## src/rtl/free_list_pkg.sv

```systemverilog
// Shared sizing and types for the rename-backend physical-register free list.
// Pointers carry one extra wrap bit above the array index.
package free_list_pkg;

  localparam int unsigned PRF_DEPTH = 64;
  localparam int unsigned ARF_DEPTH = 32;
  localparam int unsigned FL_DEPTH  = PRF_DEPTH - ARF_DEPTH;
  localparam int unsigned PRF_IDX_W = $clog2(PRF_DEPTH);
  localparam int unsigned FL_IDX_W  = $clog2(FL_DEPTH);
  localparam int unsigned FL_PTR_W  = FL_IDX_W + 1;

  typedef logic [PRF_IDX_W-1:0] prf_idx_t;
  typedef logic [FL_IDX_W-1:0]  fl_idx_t;
  typedef logic [FL_PTR_W-1:0]  fl_ptr_t;

endpackage

```

## src/rtl/free_list_if.sv

```systemverilog
// Allocation channel from the ID stage and return/commit channel from the ROB.
interface id_fl_itf
  import free_list_pkg::*;
  ();

  logic     alloc_req;
  logic     alloc_ready;
  prf_idx_t alloc_preg;

  modport id (
    output alloc_req,
    input  alloc_ready,
    input  alloc_preg
  );

  modport fl (
    input  alloc_req,
    output alloc_ready,
    output alloc_preg
  );

endinterface

interface rob_fl_itf
  import free_list_pkg::*;
  ();

  logic     free_valid;
  prf_idx_t free_preg;
  logic     commit_alloc;

  modport rob (
    output free_valid,
    output free_preg,
    output commit_alloc
  );

  modport fl (
    input free_valid,
    input free_preg,
    input commit_alloc
  );

endinterface

```

## src/rtl/free_list.sv

```systemverilog
// Circular free list of physical registers with a speculative head for
// allocation and a committed head that a backend flush rolls back to.
module free_list
  import free_list_pkg::*;
(
  input  logic  clk,
  input  logic  rst,
  id_fl_itf.fl  id_if,
  rob_fl_itf.fl rob_if,
  input  logic  backend_flush
);

  localparam fl_ptr_t PTR_ZERO = {FL_PTR_W{1'b0}};
  localparam fl_ptr_t PTR_ONE  = {{FL_IDX_W{1'b0}}, 1'b1};
  localparam fl_ptr_t PTR_FULL = {1'b1, {FL_IDX_W{1'b0}}};

  prf_idx_t entry_q [FL_DEPTH];
  prf_idx_t entry_d [FL_DEPTH];
  fl_ptr_t  spec_head_q, spec_head_d;
  fl_ptr_t  commit_head_q, commit_head_d;
  fl_ptr_t  tail_q, tail_d;

  logic     empty_s;
  logic     alloc_ready_s;
  logic     alloc_fire_s;
  prf_idx_t alloc_preg_s;

  // Wrapped distance from one pointer to another; equal pointers mean zero.
  function automatic fl_ptr_t ptr_dist(input fl_ptr_t from_ptr, input fl_ptr_t to_ptr);
    return to_ptr - from_ptr;
  endfunction

  // Grant side: current head entry is offered with no added latency.
  always_comb begin
    empty_s        = (ptr_dist(spec_head_q, tail_q) == PTR_ZERO);
    alloc_ready_s  = ~empty_s & ~backend_flush;
    alloc_fire_s   = id_if.alloc_req & alloc_ready_s;
    alloc_preg_s   = entry_q[spec_head_q[FL_IDX_W-1:0]];
    id_if.alloc_ready = alloc_ready_s;
    id_if.alloc_preg  = alloc_preg_s;
  end

  // Speculative head: flush rewinds to the committed head, counting a commit in the same cycle.
  always_comb begin
    spec_head_d = spec_head_q;
    if (backend_flush) begin
      spec_head_d = commit_head_q + (rob_if.commit_alloc ? PTR_ONE : PTR_ZERO);
    end else if (alloc_fire_s) begin
      spec_head_d = spec_head_q + PTR_ONE;
    end else begin
      spec_head_d = spec_head_q;
    end
  end

  // Committed head advances once per committed allocation.
  always_comb begin
    commit_head_d = commit_head_q;
    if (rob_if.commit_alloc) begin
      commit_head_d = commit_head_q + PTR_ONE;
    end else begin
      commit_head_d = commit_head_q;
    end
  end

  // Returned pregs are appended at the tail; a freed preg is visible only from the next cycle.
  always_comb begin
    entry_d = entry_q;
    tail_d  = tail_q;
    if (rob_if.free_valid) begin
      entry_d[tail_q[FL_IDX_W-1:0]] = rob_if.free_preg;
      tail_d = tail_q + PTR_ONE;
    end else begin
      tail_d = tail_q;
    end
  end

  // State registers; reset refills the list with every unmapped preg.
  always_ff @(posedge clk) begin
    if (rst) begin
      for (int i = 0; i < int'(FL_DEPTH); i++) begin
        entry_q[i] <= prf_idx_t'(ARF_DEPTH + i);
      end
      spec_head_q   <= PTR_ZERO;
      commit_head_q <= PTR_ZERO;
      tail_q        <= PTR_FULL;
    end else begin
      entry_q       <= entry_d;
      spec_head_q   <= spec_head_d;
      commit_head_q <= commit_head_d;
      tail_q        <= tail_d;
    end
  end

endmodule

```

## src/flat_wrapper.sv

```systemverilog
// flat-port wrapper written by rule: the top's interface ports become plain ports
module free_list_flat import free_list_pkg::*;
  (clk, rst, backend_flush, id_if_alloc_req, id_if_alloc_ready, id_if_alloc_preg, rob_if_free_valid, rob_if_free_preg, rob_if_commit_alloc);
  id_fl_itf id_if_i ();
  rob_fl_itf rob_if_i ();
  input  logic clk;
  input  logic rst;
  input  logic backend_flush;
  input wire logic [$bits(id_if_i.alloc_req)-1:0] id_if_alloc_req;
  output wire logic [$bits(id_if_i.alloc_ready)-1:0] id_if_alloc_ready;
  output wire logic [$bits(id_if_i.alloc_preg)-1:0] id_if_alloc_preg;
  input wire logic [$bits(rob_if_i.free_valid)-1:0] rob_if_free_valid;
  input wire logic [$bits(rob_if_i.free_preg)-1:0] rob_if_free_preg;
  input wire logic [$bits(rob_if_i.commit_alloc)-1:0] rob_if_commit_alloc;
  assign id_if_i.alloc_req = id_if_alloc_req;
  assign id_if_alloc_ready = id_if_i.alloc_ready;
  assign id_if_alloc_preg = id_if_i.alloc_preg;
  assign rob_if_i.free_valid = rob_if_free_valid;
  assign rob_if_i.free_preg = rob_if_free_preg;
  assign rob_if_i.commit_alloc = rob_if_commit_alloc;
  free_list u_core (.clk(clk), .rst(rst), .id_if(id_if_i), .rob_if(rob_if_i), .backend_flush(backend_flush));
endmodule
```

## config.mk

```make
export PLATFORM = sky130hd
export DESIGN_NAME = free_list_flat
export DESIGN_NICKNAME = d
export VERILOG_FILES = /design/src/rtl/free_list_pkg.sv /design/src/rtl/free_list_if.sv /design/src/rtl/free_list.sv /design/src/flat_wrapper.sv
export SDC_FILE = /design/constraint.sdc
export NUM_CORES = 1
export LEC_CHECK = 0
export CORE_MARGIN = 4
export CORE_UTILIZATION = 62
export CTS_CLUSTER_SIZE = 20
export DETAILED_ROUTE_END_ITERATION = 8
export GPL_TIMING_DRIVEN = 0
export PLACE_DENSITY = 0.79
export SLEW_MARGIN = 25
export SYNTH_ARGS = -nofsm -noshare
export SYNTH_HDL_FRONTEND = slang
export SYNTH_SLANG_ARGS = --single-unit
```

## constraint.sdc

```tcl
create_clock -name clk -period 2.9 [get_ports clk]
set_input_delay 0.435 -clock clk [delete_from_list [all_inputs] [get_ports clk]]
set_output_delay 0.435 -clock clk [all_outputs]
set_load 0.01 [all_outputs]
```

### Word-level counts from Yosys, hierarchy flattened

Cells that the tools add are included.
W data, S select, Z words.

| cells by class | value |
|---|---|
| reduce and logical (&&, ||, !) cells | 3 |
| muxes and demuxes | 9 |
| order comparisons | 3 |
| bitwise operators | 6 |
| add/subtract/negate cells | 5 |

Operators by type and width:

| operator | number |
|---|---|
| $bwmux W192 | 1 |
| $bmux W6 S5 | 1 |
| $demux W6 S5 | 1 |
| $mux W6 | 5 |
| $add A6 B1 Y6 const B | 3 |
| $ge A6 B6 Y1 const B | 2 |
| $not A5 Y6 | 2 |
| $add A6 B6 Y6 | 1 |
| $logic_not A6 Y1 | 1 |
| $lt A6 B1 Y1 const B | 1 |
| $sub A6 B6 Y6 | 1 |
| $and A1 B1 Y1 | 2 |
| $not A1 Y1 | 2 |
| $reduce_bool A2 Y1 | 1 |
| $logic_and A1 B1 Y1 | 1 |
| $mux W1 | 1 |

| storage, ports and cells | value |
|---|---|
| output and inout bits | 7 |
| logic and storage cells | 61 |
| input port bits | 12 |
| register bits | 210 |

### Logic depth before layout (Yosys ltp)

Gate-level depths: netlist of the first run.

| depth | value |
|---|---|
| depth in word-level cells | 7 |
| mapped depth | 10 |
| gate-level depth less buffers | 8 |

### Worst setup path after synthesis of the first run

OpenSTA, ideal clock, no wires.

| timing path | value |
|---|---|
| path kind | register to register |
| start | reg u_core.spec_head_q[2] |
| end | reg u_core.spec_head_q[3] |
| setup time | 0.122 ns |
| stages on the path, launching flop included | 11 |
| data required time | 2.778 ns |
| path buffers | 2 |
| clock period less this slack | 2.541 ns |
| slack | 0.359 ns |
| arrival time | 2.419 ns |
| cells stage by stage | dfxtp_1 clkbuf_1 clkbuf_1 inv_1 ha_1 o21ai_1 a21o_1 o22ai_1 a2bb2oi_1 nand2_1 a221o_1 |

| between the ends | value |
|---|---|
| longest elaborated chain between the ends | 6 |
| elaborated cells between the ends (all ways) | 9 |
| those cells by class | add/sub: 2; mux: 2; bitwise: 3; reduce/logical: 2 |

Ends and longest elaborated chain:

| item | line | RTL |
|---|---|---|
| from (decl) | free_list.sv:19 | `fl_ptr_t spec_head_q, spec_head_d;` |
| from (signal assigned) | free_list.sv:88 | `spec_head_q <= spec_head_d;` |
| $sub A6 B6 Y6 | free_list.sv:30 | `return to_ptr - from_ptr;` |
| $logic_not A6 Y1 | free_list.sv:35 | `empty_s = (ptr_dist(spec_head_q, tail_q) == PTR_ZERO);` |
| $not A1 Y1 | free_list.sv:36 | `alloc_ready_s = ~empty_s & ~backend_flush;` |
| $and A1 B1 Y1 | free_list.sv:36 |  |
| $and A1 B1 Y1 | free_list.sv:37 | `alloc_fire_s = id_if.alloc_req & alloc_ready_s;` |
| $reduce_bool A2 Y1 (no source line) | - |  |

Several ways; a longest one is shown, not always the timed one. The select of a mux whose other input is x is not followed.
A chain may end at the register's enable or synchronous reset.

### Worst setup path in the final report of the first run

| timing path | value |
|---|---|
| start | reg u_core.spec_head_q[0] |
| end | out id_if_alloc_preg[5] |

| between the ends | value |
|---|---|
| longest elaborated chain between the ends | 4 |

Ends and longest elaborated chain:

| item | line | RTL |
|---|---|---|
| $not A5 Y6 (not written as such) | free_list.sv:38 | `alloc_preg_s = entry_q[spec_head_q[FL_IDX_W-1:0]];` |
| $bmux W6 S5 | free_list.sv:38 |  |
| $mux W6 (not written as such) (2 in series) | free_list.sv:38 |  |
| to (decl) | flat_wrapper.sv:11 | `output wire logic [$bits(id_if_i.alloc_preg)-1:0] id_if_alloc_preg;` |

Every way passes these cells. The select of a mux whose other input is x is not followed.

==> impl_results.md, run 1 <==
* Status: finished with violations
* Failing checks: negative setup slack
* Post-Synthesis Cells at between 900 and 1000
* Fin worst setup slack at -0.182 ns
* Chip Width at 133 microns
* Setup Slack @ Placement at -0.764 ns
* Yosys reg bits at 210
* Post-synthesis net count at 960
* Switching part of the total at 0.252
* Final core utilization at 0.736
* Iteration-0 DRC Markers at approximately 730
* Power Density at between 600 and 700 nW/um^2
* Seq pwr share at 0.426
* Synth warn at 0
* Synthesized area at 9690 sq um
* First-pass DRT Iterations at 7
* Setup TNS at -0.974 ns
* GRT overflow at 0
* Hpwl dp at between 15000 and 20000 microns
* CP max FO at 6
* Std cell rows at 45
* Slew HR at 0.290
* Buffers added on ports at 17
* Fin crit period at roughly 3.1 ns
* Slew @ Worst Pin at between 1 and 1.5 ns
* Switching power at ~0.0017 W
* Final setup vio count at 7
* Worst Clk Skew at approximately 0.014 ns
* Max-slew violation count at 0
* Synth cell types at 46
* WL final at 27000 microns
* Clock share of power at 0.428
* Core area at approximately 15000 sq um
* Synth top area cells: dfxtp_1 43%, mux2i_1 20%, mux4_2 14%
* Met3 Use GR at 0.0570
* Post-route clock period utilization at 1.06
* CTS tree: yes
* Vias at approximately 7600
* Vias per cell at between 6 and 7
* Routability-driven placement congestion ratio at about 1
* Initial Util at 0.635
* Worst min path class: input port to register
* Fin cells at around 1200
* RSZ-0062 raised after global routing: true
* DR WL/cell at roughly 22 microns
* N_diodes at 0
* Met2 GRT Util at 0.479
* Initial antenna violation count at 0
* Chip height at about 130 microns
* Combinational power share at 0.146
* M1 GR Usage at 0.414
* Max Cap Violations at 0
* Vias in the first global route at ~7500
* Tot GR Track Use at 0.303
* Leak at ~4.4 nW
* Avg Inst Size Synth at around 10 sq um
* Final Hold Fails at 0
* GR peak layer: met2
* Post-synth EDFFs at 0
* First-pass GRT wire length at between 40000 and 50000 microns
* Number of top-level pins at 19
* Share of the synthesized area in the top cell type at 0.434
* CTS clock-pin slew for the worst setup and hold paths at approximately 0.07 ns
* Pin count of the biggest net entering global routing at 14
* DRT antenna net count at 0
* Most common cell after layout, fill and taps aside: dfxtp_1
* Area grow syn2layout at 15.9%
* Register area share after synthesis at 0.434
* F_max at around 320 MHz
* Int Pwr at between 0.005 and 0.006 W
* Num CTS Buffers at 22
* Crit start category: register
* Top_reg_cell synth: dfxtp_1
* H-Tree Depth at 1
* Die Area at around 18000 sq um
* Critical Path RT at about 2.5 ns
* Layout cells sized above 1 at 0.160
* Root buffer cell: clkbuf_16
* Clock Path Buffers at 3
* Clk_lat worst skew at a little over 0.5 ns
* Dpl cells at around 1200
* CTS sink cnt at 210
* Fin nets at ~1000
* Post-synth top area cell: dfxtp_1
* Commonest non-fill, non-tap cells in the layout: 207 x dfxtp_1, 189 x mux2i_1, 144 x nand2_1, 114 x nor2_1, 60 x mux4_2
* Worst vdd ir at 534 uV
* Share of synthesized registers carrying an async set or reset at 0
* DRC errors left at 0
* Cts hold-fix bufs at 0
* Crit Path Category: register to output pin
* Worst Setup End Kind: output pin
* Critical Path AT at around 2.7 ns
==> what timing repair did <==
item,4_1_cts,5_1_grt
pin swaps,7,7
buffers inserted,12,2
gates cloned,1,0
gates resized for setup,86,15
endpoints found under the setup margin,13,7
==> worst paths after layout <==
kind	endpoint	cells past startpoint	slack (ns)	startpoint
setup / recovery	id_if_alloc_preg[5]	9	-0.18	u_core.spec_head_q[0]$_SDFFE_PP0P_
hold / removal	u_core.spec_head_q[4]$_SDFFE_PP0P_	3	0.38	rst
setup reg to reg	u_core.spec_head_q[3]$_SDFFE_PP0P_	10	0.30	u_core.spec_head_q[1]$_SDFFE_PP0P_
hold reg to reg	u_core.entry_q[105]$_SDFFE_PP1P_	2	0.47	u_core.entry_q[105]$_SDFFE_PP1P_
==> stage by stage <==
step | instance area, sq um | hold WS, ns | total power [W]
after floorplan | 9690 | 0.433 | 0.00353
after detailed placement | 10100 | 0.454 | 0.00380
after CTS | 11200 | 0.371 | 0.00684
after global placement | 10100 | 0.446 | 0.00379
final | 11200 | 0.381 | 0.00688
after global routing | 11200 | 0.417 | 0.00706
==> state kept, by name, indices dropped and copies added (netlist names) <==
name	count
u_core.entry_q	192
u_core.commit_head_q	6
u_core.spec_head_q	6
u_core.tail_q	6
==> layer usage <==
layer	vias up	part of all wire
met5	-	0
met4	0	0.040
met3	75	0.091
met2	369	0.46
met1	3750	0.41
li1	3367	-
==> power groups by stage <==
| stage | combinational (W) | clock [W] | sequential [W] |
|---|---|---|---|
| after detailed placement | 0.000807 | 0 | 0.00299 |
| after global routing | 0.00104 | 0.00308 | 0.00294 |
| after floorplan | 0.000543 | 0 | 0.00299 |
| after global placement | 0.000796 | 0 | 0.00299 |
| after CTS | 0.000963 | 0.00295 | 0.00293 |
| final | 0.00100 | 0.00295 | 0.00293 |
==> final cells by class <==
class / count / area [sq um]
plain buffers: 70 / 409
fillers: 1054 / 4030
clock buffers: 35 / 681
repair buffers: 31 / 324
clock inverters: 5 / 77.6
inverters: 10 / 42.5
multi-input cells: 643 / 5220
flip-flops and latches: 210 / 4210
well taps: 211 / 264
==> cells by family after synthesis <==
| group | share of synthesized area |
|---|---|
| AND/OR/NAND/NOR | 0.144 |
| multiplexers | 0.335 |
| flip-flops | 0.434 |
| buffers and inverters | 0.0351 |
| AO/OA/AOI/OAI | 0.0214 |
| XOR/XNOR | 0.0145 |
| adder cells (fa/ha/maj) | 0.0168 |
==> critical path, stage by stage, from the launching register on <==
cell and delay (ns):
dfxtp_4 0.37, buf_12 0.14, buf_6 0.11, buf_12 0.12
buf_12 0.11, mux4_2 0.51, mux4_2 0.47, nand2_2 0.10
nand2_4 0.08, buf_6 0.12
==> Yosys cell counts (3+ instances only) <==
master      n
buf_2       5
nand4_1     6
nand3_1    28
inv_1       7
xnor2_1     9
a21oi_1    11
buf_1       3
clkbuf_1   59
nor3_1      4
nand2_1   155
buf_4       3
ha_1       13
mux4_2     60
nor2_2      3
nor2_1    115
nor3_2      3
nor4_1      3
a221o_1     3
dfxtp_1   210
mux2i_1   189
nand2b_1    5
xor2_1      7
nand3b_1    3
No activity file was read; power rests on OpenSTA's default activity.
==> inputs of run 2 (changes only) <==
Settings changed: GPL_TIMING_DRIVEN 0 to 1.
==> run 2 against run 1 <==
  * The run still ends with negative setup slack left
  * Die area stayed put
  * Combinational power is 5% lower
  * Critical path depth is 1 lower
  * Final cell count is 1.5% lower
  * Setup slack better by 0.099 ns
  * Sequential cell count stayed put
  * Sequential power hardly changed
  * Non-clock buffer count is 18 lower
  * First-iteration DRC count is 19% higher
  * Global-route usage is 1.5 points lower
  * Core utilization is 0.45 points higher
  * Register-to-register slack better by 0.02 ns
  * Critical path type unchanged
  * Highest routed layer unchanged
==> impl_results.md, run 2 (synthesized netlist as in run 1, its figures left out) <==
* Status: finished with violations
* Failing checks: negative setup slack
* Initial antenna violation count at 0
* Most common cell after layout, fill and taps aside: dfxtp_1
* GRT overflow at 0
* DRC errors left at 0
* Clock share of power at 0.416
* Worst Setup End Kind: output pin
* Number of top-level pins at 19
* Vias in the first global route at around 7000
* Crit start category: register
* H-Tree Depth at 1
* Worst min path class: input port to register
* Int Pwr at roughly 0.0050 W
* Fin cells at 1197
* CTS sink cnt at 210
* Final Hold Fails at 0
* RSZ-0062 raised after global routing: true
* Vias at between 7000 and 8000
* Met2 WL at around 12000 microns
* Combinational power share at 0.143
* Critical R2R Launch: u_core.spec_head_q[0]$_SDFFE_PP0P_
* Largest register by flop count: u_core.entry_q
* Fin worst setup slack at -0.0823 ns
* Hold Path Stages at 2
* Dpl cells at roughly 1100
* Commonest non-fill, non-tap cells in the layout: 208 x dfxtp_1, 189 x mux2i_1, 143 x nand2_1, 115 x nor2_1, 60 x mux4_2
* CTS tree: yes
* Buffers added on ports at 18
* Area grow syn2layout at 16.6%
* Critical path origin: u_core.spec_head_q[0]$_SDFFE_PP0P_
* Switching part of the total at 0.247
* Vias per cell at 6.21
* Die Area at about 18000 sq um
* WL final at between 20000 and 30000 microns
* Std cell rows at 45
* Slew HR at 0.556
* Chip Width at between 100 and 150 microns
* Reg2Reg Depth at 11
* Root buffer cell: clkbuf_16
* Worst Clk Skew at 0.0153 ns
* Critical Path RT at 2.47 ns
* Tot GR Track Use at 0.288
* Post-route clock period utilization at 1.03
* CP max FO at 7
* DP Area at ~10000 sq um
* Leak at 4.53 nW
* Num CTS Buffers at 22
* Reg2reg setup slack at approximately 0.32 ns
* Max Cap Violations at 0
* Routed wl met3 at roughly 2400 microns
* WHS Endpoint: u_core.commit_head_q[4]$_SDFFE_PP0P_
* Clk_lat worst skew at 0.51 ns
* First-pass GRT wire length at approximately 40000 microns
* Number of flip-flops in the largest register at approximately 190
* Core area at 15300 sq um
* Capture point of the worst reg-to-reg path: u_core.spec_head_q[1]$_SDFFE_PP0P_
* First-pass DRT Iterations at 6
* Fin crit period at 2.98 ns
* Post-Layout Inst Area at between 10000 and 15000 sq um
* DR WL/cell at roughly 22 microns
* Hold Path Origin: rst
* Layout cells sized above 1 at 0.197
* Critical Path AT at around 2.6 ns
* Crit Path Category: register to output pin
* DRT antenna net count at 0
* F_max at between 300 and 400 MHz
* Max-slew violation count at 0
* Hpwl dp at 15000 microns
* N_diodes at 0
* Pin count of the biggest net entering global routing at 85
* Clock Path Buffers at 3
* Initial Util at 0.635
* DR top layer: met4
* Routability-driven placement congestion ratio at approximately 0.86
* CTS clock-pin slew for the worst setup and hold paths at about 0.060 ns
* Seq pwr share at 0.441
* Fin nets at between 900 and 1000
* Switching power at about 0.0016 W
* Slew @ Worst Pin at ~0.66 ns
* Routed length on met1 at between 10000 and 15000 microns
* Chip height at approximately 130 microns
* Iteration-0 DRC Markers at about 860
* Worst vdd ir at 483 uV
* Final setup vio count at 6
* Power Density at around 590 nW/um^2
## run 2: worst max-delay path by stage
stage,endpoint,slack [ns],cells after the start
final,id_if_alloc_preg[5],-0.08,8
after CTS,id_if_alloc_preg[5],-0.07,8
after floorplan,u_core.spec_head_q[3]$_SDFFE_PP0P_,0.36,10
after global placement,id_if_alloc_preg[1],0.17,6
after detailed placement,id_if_alloc_preg[0],0.14,6
after global routing,id_if_alloc_preg[5],-0.12,8
## run 2: cell type report
type / instances / area [sq um]
inverters: 10 / 38.8
repair buffers: 83 / 862
well taps: 211 / 264
clock buffers: 35 / 691
clock inverters: 5 / 28.8
multi-input cells: 643 / 5200
fillers: 970 / 3960
flip-flops and latches: 210 / 4210
## run 2: critical path, cell delays in order (launching register included)
cell	delay, ns
dfxtp_4	0.37
buf_12	0.11
buf_12	0.13
buf_8	0.12
mux4_2	0.50
mux4_2	0.51
nand2_2	0.10
nand2_2	0.08
buf_6	0.13
## run 2: routing by layer
metal | GRT usage | vias to the layer above
li1 | - | 3331
met5 | 0 | -
met2 | 0.442 | 400
met4 | 0.124 | 0
met1 | 0.394 | 3616
met3 | 0.0643 | 90
## run 2: power by group through the flow
stage	sequential (W)	clock [W]	combinational, W
3_3_place_gp	0.00300	0	0.000747
4_1_cts	0.00294	0.00277	0.000902
6_report	0.00294	0.00278	0.000953
5_1_grt	0.00294	0.00292	0.00101
3_5_place_dp	0.00300	0	0.000761
2_1_floorplan	0.00299	0	0.000543
## run 2: repair_timing
action	in CTS	in global routing
cloned	3	1
pin swaps	11	5
hold endpoints to repair	0	0
buffers inserted	12	6
endpoints found under the setup margin	7	7
hold buffers	0	0
gates resized for setup	53	10
## run 2: through the flow
step / utilization / total power (W) / TNS, ns / hold slack, ns / setup slack (ns)
5_1_grt: 0.740 / 0.00686 / -0.687 / 0.428 / -0.122
6_report: 0.740 / 0.00667 / -0.381 / 0.391 / -0.0823
2_1_floorplan: - / 0.00353 / 0 / 0.433 / 0.359
3_5_place_dp: 0.671 / 0.00376 / 0 / 0.453 / 0.138
3_3_place_gp: 0.671 / 0.00375 / 0 / 0.440 / 0.167
4_1_cts: 0.735 / 0.00661 / -0.185 / 0.398 / -0.0668
